==> src/rtl/nipcb_stim_pkg.sv <==
// nipcb_stim_pkg: shared types and constants for the NIPCB stimulation sequencer.
//   stim_state_t     - sequencer phase encoding
//   MAG_IDLE_DEFAULT - zero-current midscale DAC code
package nipcb_stim_pkg;

    typedef enum logic [2:0] {
        ST_IDLE  = 3'd0,
        ST_DELAY = 3'd1,
        ST_HIGH  = 3'd2,
        ST_LOW   = 3'd3,
        ST_STALL = 3'd4,
        ST_PARK  = 3'd5
    } stim_state_t;

    localparam logic [15:0] MAG_IDLE_DEFAULT = 16'h8000;

endpackage

==> src/rtl/nipcb_phase_timer.sv <==
// nipcb_phase_timer: CNT_W-bit load / count-down / expire timer.
// Ports:
//   CLK, RESETn      - clock, synchronous active-low reset
//   load, load_val   - load a new count (takes priority over en)
//   en               - decrement while count > 1
//   expire           - count has reached 1 (or is idle at 0)
module nipcb_phase_timer #(
    parameter int unsigned CNT_W = 32
) (
    input  logic             CLK,
    input  logic             RESETn,
    input  logic             load,
    input  logic [CNT_W-1:0] load_val,
    input  logic             en,
    output logic             expire
);

    logic [CNT_W-1:0] count_q;

    // Saturates at 1 so the counter can never wrap.
    always_ff @(posedge CLK) begin
        if (!RESETn) begin
            count_q <= '0;
        end else if (load) begin
            count_q <= load_val;
        end else if (en && (count_q > CNT_W'(1))) begin
            count_q <= count_q - CNT_W'(1);
        end
    end

    assign expire = (count_q <= CNT_W'(1));

endmodule

==> src/rtl/nipcb_stim_seq.sv <==
// nipcb_stim_seq: multi-channel biphasic stimulation sequencer.
// On trigger, latches timing/magnitude shadows, enables one channel and walks
// DELAY -> (HIGH -> LOW -> STALL)* -> PARK, issuing one DAC write per phase over
// a valid/ready handshake and timing each phase with a shared phase timer.
// Ports:
//   CLK, RESETn                              - clock, synchronous active-low reset
//   trigger, abort                           - one-cycle start / stop pulses
//   ch_sel                                   - target channel
//   cyc_delay/high/low/stall, pulse_count    - phase durations, pulse count
//   mag_high, mag_low                        - DAC codes for HIGH / LOW
//   dac_valid, dac_data, dac_ready           - DAC write handshake
//   en_ch, sel_ch                            - one-hot enable, latched channel
//   running, done, pulses_left, IRQ          - status
// Build option: define NIPCB_STIM_IRQ_EN for a sticky completion IRQ; otherwise IRQ = 0.
module nipcb_stim_seq
    import nipcb_stim_pkg::*;
#(
    parameter int unsigned     NCH      = 4,
    parameter int unsigned     CNT_W    = 32,
    parameter int unsigned     MAG_W    = 16,
    parameter logic [MAG_W-1:0] MAG_IDLE = MAG_W'(MAG_IDLE_DEFAULT)
) (
    input  logic                    CLK,
    input  logic                    RESETn,
    input  logic                    trigger,
    input  logic                    abort,
    input  logic [$clog2(NCH)-1:0]  ch_sel,
    input  logic [CNT_W-1:0]        cyc_delay,
    input  logic [CNT_W-1:0]        cyc_high,
    input  logic [CNT_W-1:0]        cyc_low,
    input  logic [CNT_W-1:0]        cyc_stall,
    input  logic [CNT_W-1:0]        pulse_count,
    input  logic [MAG_W-1:0]        mag_high,
    input  logic [MAG_W-1:0]        mag_low,
    output logic                    dac_valid,
    output logic [MAG_W-1:0]        dac_data,
    input  logic                    dac_ready,
    output logic [NCH-1:0]          en_ch,
    output logic [$clog2(NCH)-1:0]  sel_ch,
    output logic                    running,
    output logic                    done,
    output logic [CNT_W-1:0]        pulses_left,
    output logic                    IRQ
);

    stim_state_t state_q, state_d;
    logic        wr_q, wr_d;               // 1: WR substate, 0: CNT substate
    logic        abort_pend_q, abort_pend_d;
    logic        done_q, done_d;

    logic [$clog2(NCH)-1:0] sel_q;
    logic [CNT_W-1:0] sh_delay_q, sh_high_q, sh_low_q, sh_stall_q, pulses_q;
    logic [MAG_W-1:0] sh_mag_high_q, sh_mag_low_q;

    logic             latch, dec_pulse;
    logic             hs;
    logic             t_load, t_en, t_expire;
    logic [CNT_W-1:0] t_val, dur;
    stim_state_t      nxt;

    assign hs = wr_q & dac_ready;

    // Duration of the current phase; HIGH/LOW of 0 behave as 1 cycle.
    always_comb begin
        dur = CNT_W'(1);
        unique case (state_q)
            ST_DELAY: dur = sh_delay_q;
            ST_HIGH:  dur = (sh_high_q == '0) ? CNT_W'(1) : sh_high_q;
            ST_LOW:   dur = (sh_low_q == '0) ? CNT_W'(1) : sh_low_q;
            ST_STALL: dur = sh_stall_q;
            default:  dur = CNT_W'(1);
        endcase
    end

    // Phase that follows the current one when its timer runs out.
    always_comb begin
        nxt = ST_PARK;
        unique case (state_q)
            ST_DELAY: nxt = ST_HIGH;
            ST_HIGH:  nxt = ST_LOW;
            ST_LOW: begin
                if (pulses_q == CNT_W'(1))  nxt = ST_PARK;
                else if (sh_stall_q == '0)  nxt = ST_HIGH;
                else                        nxt = ST_STALL;
            end
            ST_STALL: nxt = ST_HIGH;
            default:  nxt = ST_PARK;
        endcase
    end

    always_comb begin
        state_d      = state_q;
        wr_d         = wr_q;
        abort_pend_d = abort_pend_q;
        done_d       = 1'b0;
        latch        = 1'b0;
        dec_pulse    = 1'b0;
        t_load       = 1'b0;
        t_val        = '0;
        t_en         = 1'b0;

        unique case (state_q)
            ST_IDLE: begin
                if (trigger && (pulse_count != '0)) begin
                    latch        = 1'b1;
                    state_d      = (cyc_delay == '0) ? ST_HIGH : ST_DELAY;
                    wr_d         = 1'b1;
                    abort_pend_d = 1'b0;
                end
            end
            ST_PARK: begin
                if (hs) begin
                    state_d = ST_IDLE;
                    wr_d    = 1'b0;
                    done_d  = 1'b1;
                end
            end
            default: begin
                if (wr_q) begin
                    if (hs) begin
                        if (abort || abort_pend_q) begin
                            state_d      = ST_PARK;
                            abort_pend_d = 1'b0;
                        end else if (dur == CNT_W'(1)) begin
                            // One-cycle phase: straight into the next write.
                            state_d   = nxt;
                            dec_pulse = (state_q == ST_LOW);
                        end else begin
                            // Loaded with dur-1 so the next valid rises dur cycles after hs.
                            wr_d   = 1'b0;
                            t_load = 1'b1;
                            t_val  = dur - CNT_W'(1);
                        end
                    end else if (abort) begin
                        abort_pend_d = 1'b1;
                    end
                end else begin
                    t_en = 1'b1;
                    if (abort) begin
                        state_d = ST_PARK;
                        wr_d    = 1'b1;
                    end else if (t_expire) begin
                        state_d   = nxt;
                        wr_d      = 1'b1;
                        dec_pulse = (state_q == ST_LOW);
                    end
                end
            end
        endcase
    end

    always_ff @(posedge CLK) begin
        if (!RESETn) begin
            state_q       <= ST_IDLE;
            wr_q          <= 1'b0;
            abort_pend_q  <= 1'b0;
            done_q        <= 1'b0;
            sel_q         <= '0;
            sh_delay_q    <= '0;
            sh_high_q     <= '0;
            sh_low_q      <= '0;
            sh_stall_q    <= '0;
            pulses_q      <= '0;
            sh_mag_high_q <= '0;
            sh_mag_low_q  <= '0;
        end else begin
            state_q      <= state_d;
            wr_q         <= wr_d;
            abort_pend_q <= abort_pend_d;
            done_q       <= done_d;
            if (latch) begin
                sel_q         <= ch_sel;
                sh_delay_q    <= cyc_delay;
                sh_high_q     <= cyc_high;
                sh_low_q      <= cyc_low;
                sh_stall_q    <= cyc_stall;
                pulses_q      <= pulse_count;
                sh_mag_high_q <= mag_high;
                sh_mag_low_q  <= mag_low;
            end else if (dec_pulse) begin
                pulses_q <= pulses_q - CNT_W'(1);
            end
        end
    end

    nipcb_phase_timer #(
        .CNT_W(CNT_W)
    ) u_timer (
        .CLK      (CLK),
        .RESETn   (RESETn),
        .load     (t_load),
        .load_val (t_val),
        .en       (t_en),
        .expire   (t_expire)
    );

    // Shadows are frozen while running, so dac_data is stable across a stalled write.
    always_comb begin
        dac_data = MAG_IDLE;
        unique case (state_q)
            ST_HIGH: dac_data = sh_mag_high_q;
            ST_LOW:  dac_data = sh_mag_low_q;
            default: dac_data = MAG_IDLE;
        endcase
    end

    assign dac_valid   = wr_q;
    assign running     = (state_q != ST_IDLE);
    assign en_ch       = running ? (NCH'(1) << sel_q) : '0;
    assign sel_ch      = sel_q;
    assign done        = done_q;
    assign pulses_left = pulses_q;

`ifdef NIPCB_STIM_IRQ_EN
    logic irq_q;

    always_ff @(posedge CLK) begin
        if (!RESETn) begin
            irq_q <= 1'b0;
        end else if (done_d) begin
            irq_q <= 1'b1;
        end else if (latch) begin
            irq_q <= 1'b0;
        end
    end

    assign IRQ = irq_q;
`else
    assign IRQ = 1'b0;
`endif

endmodule

==> config.mk <==
export PLATFORM = sky130hd
export DESIGN_NAME = nipcb_stim_seq
export DESIGN_NICKNAME = d
export VERILOG_FILES = /design/src/rtl/nipcb_stim_pkg.sv /design/src/rtl/nipcb_phase_timer.sv /design/src/rtl/nipcb_stim_seq.sv
export SDC_FILE = /design/constraint.sdc
export NUM_CORES = 1
export LEC_CHECK = 0
export ABC_AREA = 1
export CORE_ASPECT_RATIO = 0.75
export CORE_MARGIN = 2
export CORE_UTILIZATION = 47
export CTS_CLUSTER_SIZE = 10
export DETAILED_ROUTE_END_ITERATION = 10
export GPL_ROUTABILITY_DRIVEN = 0
export PLACE_DENSITY = 0.77
export SLEW_MARGIN = 5
export SYNTH_ARGS = -nofsm -noshare
export SYNTH_HDL_FRONTEND = slang
export SYNTH_SLANG_ARGS = --single-unit
export TNS_END_PERCENT = 10
==> constraint.sdc <==
create_clock -name CLK -period 2.37 [get_ports CLK]
set_input_delay 0.474 -clock CLK [delete_from_list [all_inputs] [get_ports CLK]]
set_output_delay 0.474 -clock CLK [all_outputs]
set_load 0.02 [all_outputs]
==> results of run 1 <==
==> cell usage after synthesis, types with 16 or more instances <==
library cell / count / area [um^2]
nand3_1: 83 / 415
nand4_1: 43 / 269
nor3_1: 24 / 120
nor2_1: 250 / 938
xnor2_1: 21 / 184
xor2_1: 38 / 333
inv_1: 182 / 683
nor4_1: 24 / 150
o21ai_1: 28 / 140
a21oi_1: 203 / 1020
o22ai_1: 16 / 100
o21ai_0: 158 / 791
dfxtp_1: 232 / 4640
clkbuf_1: 70 / 263
nand2_1: 570 / 2140
==> placed cells by master, fill, tap and decap left out, drive strengths merged <==
cell type      Yosys  final
clkdlybuf4s15      0      4
o21bai             4      4
a31oi              4      4
a21oi            203    203
nand4             43     43
o31ai              1      1
xnor2             21     21
o22ai             16     16
nand3b             8      8
clkdlybuf4s50      0    233
clkbuf            70     35
nand3             85     85
mux2i              2      2
inv              188    187
or2                7      7
xor2              38     38
o211ai             1      1
nor3              24     24
o21ai            186    186
a21boi             1      1
ha                 6      6
nand2            575    575
conb               1      1
dlygate4sd2        0      1
clkinv             1      3
o2111ai            1      1
nor4              24     24
a22oi              1      1
nor2             258    258
o21a               1      1
buf               32    284
dfxtp            232    232
a211oi             2      2
==> flip-flops by register name, summed over array words and instances, names as in the netlist <==
| register | count |
|---|---|
| sh_high_q | 32 |
| state_q | 3 |
| sel_ch | 2 |
| sh_stall_q | 32 |
| sh_mag_low_q | 16 |
| abort_pend_q | 1 |
| sh_low_q | 32 |
| sh_mag_high_q | 16 |
| done | 1 |
| sh_delay_q | 32 |
| u_timer.count_q | 32 |
| dac_valid | 1 |
| pulses_left | 32 |
==> report_power, final <==
part | switching (mW) | internal [mW] | leakage, nW
clock network | 1.59 | 2.12 | 0.366
logic | 7.62 | 5.59 | 6.20
registers | 0.771 | 4.90 | 1.91
total | 9.98 | 12.6 | 8.48
==> worst max path at each step <==
stage / from / end / slack [ps] / depth (start not counted)
global placement: pulse_count[0] / sh_high_q[12] / -240 / 10
floorplan: state_q[2] / pulses_left[21] / -3 / 17
CTS: state_q[1] / pulses_left[10] / -210 / 20
detailed placement: state_q[1] / u_timer.count_q[20] / -330 / 17
finish: state_q[1] / pulses_left[11] / -310 / 18
global route: state_q[1] / pulses_left[11] / -440 / 18
==> cell families after synthesis <==
family | Yosys count | synth area share
simple gates | 1024 | 0.331
fa+ha+maj | 6 | 0.00584
compound gates | 421 | 0.168
mux | 2 | 0.00156
other cells | 1 | 0.000292
buf+inv | 291 | 0.0914
flops | 232 | 0.361
xor+xnor | 59 | 0.0402
==> per-layer routing <==
layer,global-route usage,part of all wire,vias up
li1,-,-,7493
met3,0.0553,0.10,146
met2,0.492,0.43,928
met4,0.120,0.038,0
met5,0,0,-
met1,0.446,0.43,7141
==> cell type report <==
type,count,area (um^2),area share
multi-input cells,1513,7560,0.397
clock buffers,32,724,0.0380
clock inverters,1,20.0,0.00105
inverters,189,718,0.0377
repair buffers,525,4920,0.258
well taps,351,439,0.0231
flip-flops and latches,232,4660,0.245
==> worst max-delay path, stage by stage (launching register included) <==
cell,delay [ps]
dfxtp_4,400
inv_4,70
nand2_2,100
nor2_4,50
buf_12,150
buf_4,140
nand2_1,50
nand2_1,70
nor2_1,190
nand2_1,120
nor2_2,110
nand2_1,70
nor2_2,150
nand4_1,240
nand3_4,170
buf_6,150
clkbuf_16,170
nand2_1,60
a21oi_1,120
==> repair_timing <==
| action | in CTS | in global routing |
|---|---|---|
| endpoints found under the setup margin | 88 | 85 |
| setup buffers | 13 | 9 |
| gates resized for setup | 143 | 127 |
| pin swaps | 18 | 42 |
| gates cloned | 2 | 3 |
==> metrics by stage <==
| step | utilization | power (mW) |
|---|---|---|
| 2_1_floorplan | - | 12.7 |
| 3_3_place_gp | 0.649 | 17.1 |
| 3_5_place_dp | 0.649 | 17.5 |
| 4_1_cts | 0.688 | 21.7 |
| 5_1_grt | 0.707 | 24.1 |
| 6_report | 0.707 | 22.6 |
==> results.yml, run 1 <==
run_status:
  status: "complete, but fails checks"
  violations: "negative setup slack"
clocking:
  numCtsBuffers: 27
  hold_buffers: 0
  htreeDepth: 1
  cts_buffer_depth: 3
  clk_latency_ps: 550
  root_buffer: "clkbuf_16"
  cts_tree: "built"
  clock_sinks: 232
  path_clk_slew_ps: 60
synth:
  synth_edf_count: 0
  yosys_warnings: 0
  synth_seq_area_share: 0.361
  ys.flop_type: "dfxtp_1"
  async_reset_ff_frac: 0
  yosys.cell_types.count: 42
  syn_avg_cell_area_um2: 6.32
  syn_nets: 2241
  netlist_area_mm2: 0.0129
  ys_ff_latch: 232
  postSynthCellCount: 2036
route:
  ant_nets: 0
  drc: 0
  drtIter0Drc: 1783
  dr_total_vias: 15700
  viasPerCell: 5.53
  dr.pass1.iters: 6
  routed_wl_um: 48100
  routedWlPerCell_um: 16.9
placement:
  place_ws_ps: -333
  dpl_cell_area_mm2: 0.0175
  post-place-cells: 2785
  port_buffers: 255
  place_hpwl_um: 34500
setup_path:
  crit_type: "flip-flop to flip-flop"
  cp_max_fo: 23
  crit-reg2reg-launch: "state_q[1]"
  rrSetupSlack_ps: -310
  crit_arrival_ps: 3150
  worstPathRequired_ps: 2840
  cp-end-kind: "flip-flop"
  reg2regPathDepth: 18
  start_kind: "flip-flop"
  reg2reg_to: "pulses_left[11]"
global_routing:
  grt_start_max_net_pins: 87
  grt_pass1_wl_um: 74700
  grt_antenna_before_repair: 0
  grt_overflow_total: 0
  grt_usage: 0.319
  grt_pass1_vias: 14600
sta:
  skew_ps: 20.6
  whs_ps: 397
  fin_crit_sh: 1.13
  worst_pin_slew_ps: 599
  final.setup.worst_slack_ps: -308
  fmax_mhz: 373
  slew_violations: 0
  period_minus_slack_ps: 2680
  setup_violations: 68
  rsz0062_at_grt: "yes"
  tns_ps: -11900
  relSlewSlack: 0.597
  finalHoldViolations: 0
hold_path:
  hold_start: "RESETn"
  whs_endpoint: "pulses_left[3]"
  min_path_type: "input port to flip-flop"
  hold_depth: 3
floorplan:
  dieArea_mm2: 0.0287
  num_rows: 52
  core_mm2: 0.0269
  ios: 257
  die_y_um: 147
  die_w_um: 195
  start_util: 0.477
cells_and_area:
  antenna_cells: 0
  area_growth_pct: 48.1
  final_nets: 2693
  fin_cells: 2843
  nFillCells: 2149
  fin_area_mm2: 0.0190
  drive_above_1_share: 0.189
power_and_ir_drop:
  p_leak_nw: 8.48
  power.density_mw_per_mm2: 1190
  ir_drop_mv: 0.854
flow_run:
  maxCapViolations: 0
Power figures use the tool's default switching activity.
==> inputs of run 2 (changes only) <==
ABC_AREA = default   (was 1)
CORE_MARGIN = default   (was 2)
CORE_UTILIZATION = 45   (was 47)
PLACE_DENSITY = 0.74   (was 0.77)
==> results.yml, run 2 <==
run_status:
  status: "complete, but fails checks"
  violations: "negative setup slack"
clocking:
  cts_tree: "built"
  clock_sinks: 232
  root_buffer: "clkbuf_16"
  clk_latency_ps: 570
  numCtsBuffers: 27
  hold_buffers: 0
  path_clk_slew_ps: 60
  htreeDepth: 1
  cts_buffer_depth: 3
synth:
  yosysTopAreaCell: "dfxtp_1"
  syn_avg_cell_area_um2: 7.52
  postSynthCellCount: 1657
  synth_seq_area_share: 0.373
  netlist_area_mm2: 0.0125
  synth_common_cells: "nand2_1 (409), dfxtp_1 (232), a21oi_1 (217)"
  syn_nets: 1862
  synth.most_common_cell: "nand2_1"
  ys_ff_latch: 232
  synth_edf_count: 0
  synth_top_area_share: 0.373
  async_reset_ff_frac: 0
  yosys.cell_types.count: 81
  ys.flop_type: "dfxtp_1"
  synth_area_leaders: "dfxtp_1 (37%), nand2_1 (12%), a21oi_1 (8.7%)"
  yosys_warnings: 0
floorplan:
  ios: 257
  die_w_um: 194
  start_util: 0.460
  core_mm2: 0.0271
  num_rows: 52
  dieArea_mm2: 0.0283
  die_y_um: 146
sta:
  fmax_mhz: 314
  finalHoldViolations: 0
  final.setup.worst_slack_ps: -817
  relSlewSlack: 0.417
  skew_ps: 25.3
  slew_violations: 0
  setup_violations: 229
  rsz0062_at_grt: "yes"
  fin_crit_sh: 1.34
  period_minus_slack_ps: 3190
  worst_pin_slew_ps: 863
global_routing:
  grt_antenna_before_repair: 1
  grt_pass1_vias: 14600
  grt_start_max_net_pins: 92
  grt_usage: 0.355
  grt_overflow_total: 0
  grt_pass1_wl_um: 80100
route:
  drc: 0
  routedWlPerCell_um: 20.5
  viasPerCell: 5.98
  dr_total_vias: 15400
  drtIter0Drc: 1788
  routed_wl_um: 52800
  ant_nets: 0
  dr.pass1.iters: 6
cells_and_area:
  final_cell_mix: "nand2_1 (407), buf_4 (360), clkdlybuf4s50_1 (234)"
  area_growth_pct: 57.9
  final_common_cell: "nand2_1"
  final_util: 0.726
  fin_area_mm2: 0.0197
  fin_cells: 2578
  final_nets: 2428
  drive_above_1_share: 0.263
placement:
  post-place-cells: 2514
  port_buffers: 255
  dpl_cell_area_mm2: 0.0180
  place_hpwl_um: 38800
hold_path:
  min_path_type: "flip-flop to flip-flop"
  whs_endpoint: "sh_mag_high_q[14]"
  hold_start: "sh_mag_high_q[14]"
  hold_depth: 2
setup_path:
  start_kind: "flip-flop"
  cp-end-kind: "flip-flop"
  crit-reg2reg-launch: "state_q[0]"
  crit_type: "flip-flop to flip-flop"
  rrSetupSlack_ps: -820
  reg2reg_to: "pulses_left[21]"
  crit_arrival_ps: 3630
  cp_max_fo: 10
  reg2regPathDepth: 11
  worstPathRequired_ps: 2810
flow_run:
  maxCapViolations: 0
power_and_ir_drop:
  power.density_mw_per_mm2: 1270
  ir_drop_mv: 0.812
  p_leak_nw: 7.88
-- run 2: cell types whose count changed after synthesis, moves of 20 or more --
cell,previous run,this run
mux2i_1,2,37
nor4bb_1,0,26
o21ai_0,158,42
nor4_1,24,53
nand2_1,570,409
inv_1,182,15
o21ai_1,28,0
nor2_1,250,82
clkbuf_1,70,90
nand3_1,83,32
-- run 2: cell type report --
type,instances,area (um^2)
Inverter,17,81.3
Timing Repair Buffer,660,6000
Tap cell,351,439
Antenna cell,1,2.50
Sequential cell,232,4660
Multi-Input combinational cell,1285,7750
Fill cell,1948,7400
Clock inverter,2,25.0
Clock buffer,30,707
-- run 2: power breakdown --
part           total [mW]  switching [mW]  internal (mW)
clock network        3.71            1.63           2.08
logic                15.5            8.26           7.29
registers            5.69           0.822           4.86
-- run 2: routing by layer --
layer | GRT usage | up-vias | routed length [um]
met5 | 0 | - | 0
met3 | 0.0908 | 183 | 6150
li1 | - | 7030 | -
met2 | 0.534 | 976 | 22500
met1 | 0.491 | 7232 | 22000
met4 | 0.128 | 0 | 2200
-- run 2: kinds of logic (layout without fill, tap and decap cells) --
| group | after synthesis | count (layout) | synth area share |
|---|---|---|---|
| multiplexers | 43 | 43 | 0.0352 |
| XOR/XNOR | 58 | 58 | 0.0408 |
| AND/OR/NAND/NOR | 770 | 770 | 0.297 |
| AO/OA/AOI/OAI | 406 | 406 | 0.200 |
| other | 1 | 2 | 0.000301 |
| adder cells (fa/ha/maj) | 7 | 7 | 0.00683 |
| buffers and inverters | 140 | 709 | 0.0466 |
| flip-flops | 232 | 232 | 0.373 |
-- run 2: per-stage QoR --
step                total power [mW]  setup TNS, ps  setup slack (ps)  hold WS, ps
global route                    26.1         -84550              -876          466
floorplan                       12.8        -111540              -776          432
detailed placement              19.3         -89340              -841          446
global placement                19.0         -81830              -765          441
finish                          24.9         -66480              -817          454
CTS                             23.9         -50830              -710          453
-- run 2: worst max path at each step --
stage	start	end	cells past startpoint
global route	state_q[0]	pulses_left[13]	10
global placement	state_q[1]	pulses_left[21]	10
finish	state_q[0]	pulses_left[21]	11
detailed placement	state_q[2]	pulses_left[21]	10
CTS	state_q[1]	pulses_left[30]	8
floorplan	state_q[0]	pulses_left[9]	17
-- run 2: worst max-delay path, cell delays in order, from the launching register on --
cell	delay (ps)
dfxtp_4	380
and3b_2	280
buf_4	200
a211o_1	340
nor2_2	160
nand4_2	130
or4_4	530
buf_6	180
o41ai_4	360
buf_4	180
mux2i_1	70
a211o_1	270
-- run 2: what timing repair did --
item / in CTS / in global routing
gates cloned: 3 / 3
resized for setup: 174 / 68
pin swaps: 9 / 19
endpoints found under the setup margin: 251 / 245
setup buffers: 21 / 4
